### src/rtl/display_scan_ctrl.sv
// display_scan_ctrl: button and auto-scan sequencer for the reg/mem display path.
// Debounced presses and a timed prescaler drive registered ShowMem/Addr.
module display_scan_ctrl #(
    parameter int DB_CYCLES = 1_000_000,
    parameter int AUTO_DIV  = 50_000_000,
    parameter int CNT_W     = 26
) (
    input  logic       clk,
    input  logic       clr,
    input  logic       btn_next,
    input  logic       btn_prev,
    input  logic       btn_mode,
    input  logic       auto_en,
    output logic       ShowMem,
    output logic [5:0] Addr,
    output logic       step_pulse
);

    typedef enum logic {
        MANUAL = 1'b0,
        AUTO   = 1'b1
    } state_t;

    localparam logic [CNT_W-1:0] DB_LAST  = CNT_W'(DB_CYCLES - 1);
    localparam logic [CNT_W-1:0] DIV_LAST = CNT_W'(AUTO_DIV - 1);

    logic [3:0]       sync1;
    logic [3:0]       sync2;
    logic [2:0]       filt;
    logic [2:0]       filt_d;
    logic [2:0]       press;
    logic [CNT_W-1:0] db_cnt [3];

    state_t           state;
    state_t           state_n;
    logic [CNT_W-1:0] auto_cnt;
    logic [CNT_W-1:0] auto_cnt_n;

    logic [CNT_W-1:0] presc;
    logic [CNT_W-1:0] presc_n;
    logic             sm_n;
    logic [5:0]       addr_n;
    logic [5:0]       addr_inc;
    logic [5:0]       addr_dec;
    logic             step_n;

    // bit order: 0 next, 1 prev, 2 mode, 3 auto_en
    always_ff @(posedge clk or negedge clr) begin
        if (!clr) begin
            sync1 <= '0;
            sync2 <= '0;
        end else begin
            sync1 <= {auto_en, btn_mode, btn_prev, btn_next};
            sync2 <= sync1;
        end
    end

    always_ff @(posedge clk or negedge clr) begin
        if (!clr) begin
            for (int i = 0; i < 3; i++) db_cnt[i] <= '0;
            filt   <= '0;
            filt_d <= '0;
        end else begin
            filt_d <= filt;
            for (int i = 0; i < 3; i++) begin
                if (sync2[i] == filt[i]) begin
                    db_cnt[i] <= '0;
                end else if (db_cnt[i] == DB_LAST) begin
                    db_cnt[i] <= '0;
                    filt[i]   <= sync2[i];
                end else begin
                    db_cnt[i] <= db_cnt[i] + 1'b1;
                end
            end
        end
    end

    assign press = filt & ~filt_d;

    // The auto_en debouncer's filtered level is the scan state itself
    always_ff @(posedge clk or negedge clr) begin
        if (!clr) begin
            state    <= MANUAL;
            auto_cnt <= '0;
        end else begin
            state    <= state_n;
            auto_cnt <= auto_cnt_n;
        end
    end

    always_comb begin
        state_n    = state;
        auto_cnt_n = '0;
        if (sync2[3] != (state == AUTO)) begin
            if (auto_cnt == DB_LAST) begin
                state_n = (state == AUTO) ? MANUAL : AUTO;
            end else begin
                auto_cnt_n = auto_cnt + 1'b1;
            end
        end
    end

    always_comb begin
        addr_inc = Addr + 6'd1;
        addr_dec = Addr - 6'd1;
        if (!ShowMem) begin
            addr_inc[5] = 1'b0;
            addr_dec[5] = 1'b0;
        end
        sm_n    = ShowMem;
        addr_n  = Addr;
        presc_n = presc;
        step_n  = 1'b0;
        if (press[2]) begin
            sm_n    = ~ShowMem;
            addr_n  = '0;
            presc_n = '0;
        end else if (press[0] && press[1]) begin
            presc_n = presc;
        end else if (press[0]) begin
            addr_n  = addr_inc;
            presc_n = '0;
        end else if (press[1]) begin
            addr_n  = addr_dec;
            presc_n = '0;
        end else if (state == AUTO && presc == DIV_LAST) begin
            addr_n  = addr_inc;
            presc_n = '0;
            step_n  = 1'b1;
        end else if (state == AUTO) begin
            presc_n = presc + 1'b1;
        end else begin
            presc_n = '0;
        end
        // every change of scan state starts a fresh interval
        if (state != state_n) presc_n = '0;
    end

    always_ff @(posedge clk or negedge clr) begin
        if (!clr) begin
            ShowMem    <= 1'b0;
            Addr       <= '0;
            presc      <= '0;
            step_pulse <= 1'b0;
        end else begin
            ShowMem    <= sm_n;
            Addr       <= addr_n;
            presc      <= presc_n;
            step_pulse <= step_n;
        end
    end

endmodule

### config.mk
export PLATFORM = sky130hd
export DESIGN_NAME = display_scan_ctrl
export DESIGN_NICKNAME = d
export VERILOG_FILES = /design/src/rtl/display_scan_ctrl.sv
export SDC_FILE = /design/constraint.sdc
export NUM_CORES = 1
export LEC_CHECK = 0
export CORE_ASPECT_RATIO = 0.7
export CORE_MARGIN = 3
export CORE_UTILIZATION = 40
export CTS_CLUSTER_DIAMETER = 100
export DETAILED_ROUTE_END_ITERATION = 8
export GPL_ROUTABILITY_DRIVEN = 0
export PLACE_DENSITY_LB_ADDON = 0.08
export SLEW_MARGIN = 20
export SYNTH_ARGS = -nofsm -noshare
export SYNTH_HDL_FRONTEND = slang
export SYNTH_SLANG_ARGS = --single-unit
### constraint.sdc
create_clock -name clk -period 3.21 [get_ports clk]
set_input_delay 0.4815 -clock clk [delete_from_list [all_inputs] [get_ports clk]]
set_output_delay 0.4815 -clock clk [all_outputs]
set_load 0.005 [all_outputs]
==> results.toml <==
[synthesis]
syn_inst = 791
yosysWarnings = 0
syn-num-nets = 805
synthesis.area_um2 = 7730
syn_area_per_cell_um2 = 9.77
synth_common_cells = "153 x dfrtp_1, 119 x nor2_1, 62 x xor2_1, 58 x nand2_1, 54 x nand4_1"
synth-seq-cells = 153
seq_area_frac_synth_pct = 49.5
yosysUniqueCellTypes = 59
yosys.area.top_type = "dfrtp_1"
synth_edf_count = 0
synth-async-reset-ratio_pct = 100
yosysMostFrequentCell = "dfrtp_1"
synth-main-ff-cell = "dfrtp_1"
synth.area.top_cells = "dfrtp_1 50%, xor2_1 7.0%, nor2_1 5.8%"
yosys.area.top_type_share_pct = 49.5

[clock_network]
cts_resized = 0
cts_setup_buffers = 0
clkLatencyLatePin_ns = 0.43
clkTransAtPathRegs_ns = 0.06
cts_tree = "yes"
postCtsHoldBufs = 0
numCtsBuffers = 17
cts_num_sinks = 153
root_buffer = "clkbuf_16"
cts_buffer_depth = 2
cts.htree.levels = 4

[cells_and_area]
nets = 819
multiInputGateArea_um2 = 3740
fillers = 1698
layout-drive-gt1-share_pct = 7.12
regArea_um2 = 3830
areaGrowthSynthToFinish_pct = 12.9
utilization_pct = 47.3
num_antenna_cells = 0

[floorplan]
fp.dieW_um = 172
num_io_pins = 14
coreArea_um2 = 18500
rows = 41
initial_utilization_pct = 41.9
chipHeight_um = 122
die-area_um2 = 21100

[sta]
worst_slew_pin_slew_ns = 1.00
slew_viol_final = 0
setup_viol = 0
max_freq_mhz = 415
whs_ns = 0.0808
hold_violations = 0
setup_tns_ns = 0
period_minus_slack_ns = 2.41
fin_ws_ns = 0.799
finClkSkew_ns = 0.0116
slew_headroom_pct = 32.7
finalCritPeriodShare_pct = 75.1
rsz0062_at_grt = "false"

[critical_path]
endpoint_kind = "register"
cp.arrival_ns = 2.74
worstPathRequired_ns = 3.54
worstSetupPathType = "register to register"
path_max_fanout = 9
start_kind = "register"

[global_route]
grt.total_usage_pct = 16.5
grt_max_degree = 77
grt_pass1_wl_um = 27900
grt_pass1_vias = 5566
grt_antenna_before_repair = 0
overflow = 0

[power_and_ir_drop]
power_density_nw_per_um2 = 475
fin_total_pwr_mw = 4.15
irDropWorstVdd_v = 0.000317
leakagePower_nw = 3.63

[routing]
ant_nets = 0
firstDrtPassIters = 5
wl_per_cell_um = 15.6
avgViaCountPerCell = 5.55
drt_wl_total_um = 16400
remaining_drc_errors = 0
first_iter_violations = 397
via_count = 5835

[status]
outcome = "complete, no violations"

[place]
place_ws_ns = 0.826
port_buffers = 13
dp_hpwl_um = 11000

[hold_path]
min_path_type = "input pin to async pin"

[flow_run]
cap_violations = 0
logic make-up after synthesis:
family                   after synthesis  synth area share (%)
XOR/XNOR                              97                  11.0
flip-flops                           153                  49.5
adder cells (fa/ha/maj)                8                  1.29
buffers and inverters                 40                  2.15
AND/OR/NAND/NOR                      418                  28.7
multiplexers                           6                 0.842
AO/OA/AOI/OAI                         69                  6.51
placed cells by master (no fill, tap or decap), drive strengths merged, types with 11 or more instances in the layout:
cell           Yosys  final
a21oi             12     12
and2              11     11
and3              25     25
and4              15     15
clkbuf            20     21
clkdlybuf4s50      0     12
dfrtp            153    153
inv               13     13
nand2             58     58
nand3             53     53
nand4             55     55
nor2             119    119
nor3              17     17
nor4              25     25
xnor2             35     35
xor2              62     62
power by group:
part | internal (mW) | leakage (nW) | switching [mW]
Clock | 1.33 | 0.295 | 0.758
Combinational | 0.0256 | 1.22 | 0.0725
Sequential | 1.95 | 2.11 | 0.0158
Total | 3.30 | 3.63 | 0.846
sequential cells by signal, indices dropped and copies added, names as in the netlist:
signal      flops
state           1
presc          26
ShowMem         1
filt            3
auto_cnt       26
sync2           4
step_pulse      1
Addr            6
filt_d          3
sync1           4
db_cnt         78
final cells by class:
cell class	instances	share of cell area, %
flip-flops and latches	153	43.9
multi-input cells	598	42.8
clock buffers	21	5.27
well taps	236	3.38
repair buffers	22	2.42
clock inverters	8	1.68
inverters	13	0.559
through the flow:
step	std cells	instance area, um2
floorplan	791	7730
global placement	1022	8120
detailed placement	1022	8120
CTS	1051	8730
global route	1051	8730
finish	1051	8730
critical path, cell delays in order (launching register included):
cell and delay (ns):
dfrtp_1 0.44, ha_1 0.22, nand3_1 0.32, nor3_1 0.43
a21oi_1 0.19, or4_1 0.52, a21oi_1 0.20
metal layers:
metal | part of all wire [%] | up-vias | GRT usage [%]
met5 | 0 | - | 0
met4 | 1.1 | 0 | 5.63
met3 | 3.8 | 16 | 4.12
met2 | 42 | 94 | 23.2
met1 | 53 | 2855 | 24.8
li1 | - | 2870 | -
path summary, 6_finish.rpt:
check / end / slack, ns / start / depth (start not counted)
max in group asynchronous: presc[12] / 2.31 / clr / 2
worst max-delay path: Addr[4] / 0.80 / presc[0] / 6
worst max register to register: Addr[4] / 0.80 / presc[0] / 6
worst min register to register: sync2[0] / 0.35 / sync1[0] / 0
min in group clk: sync2[0] / 0.35 / sync1[0] / 0
worst min-delay path: db_cnt[36] / 0.08 / clr / 1
Note: power is estimated with default switching activity, not from simulation.
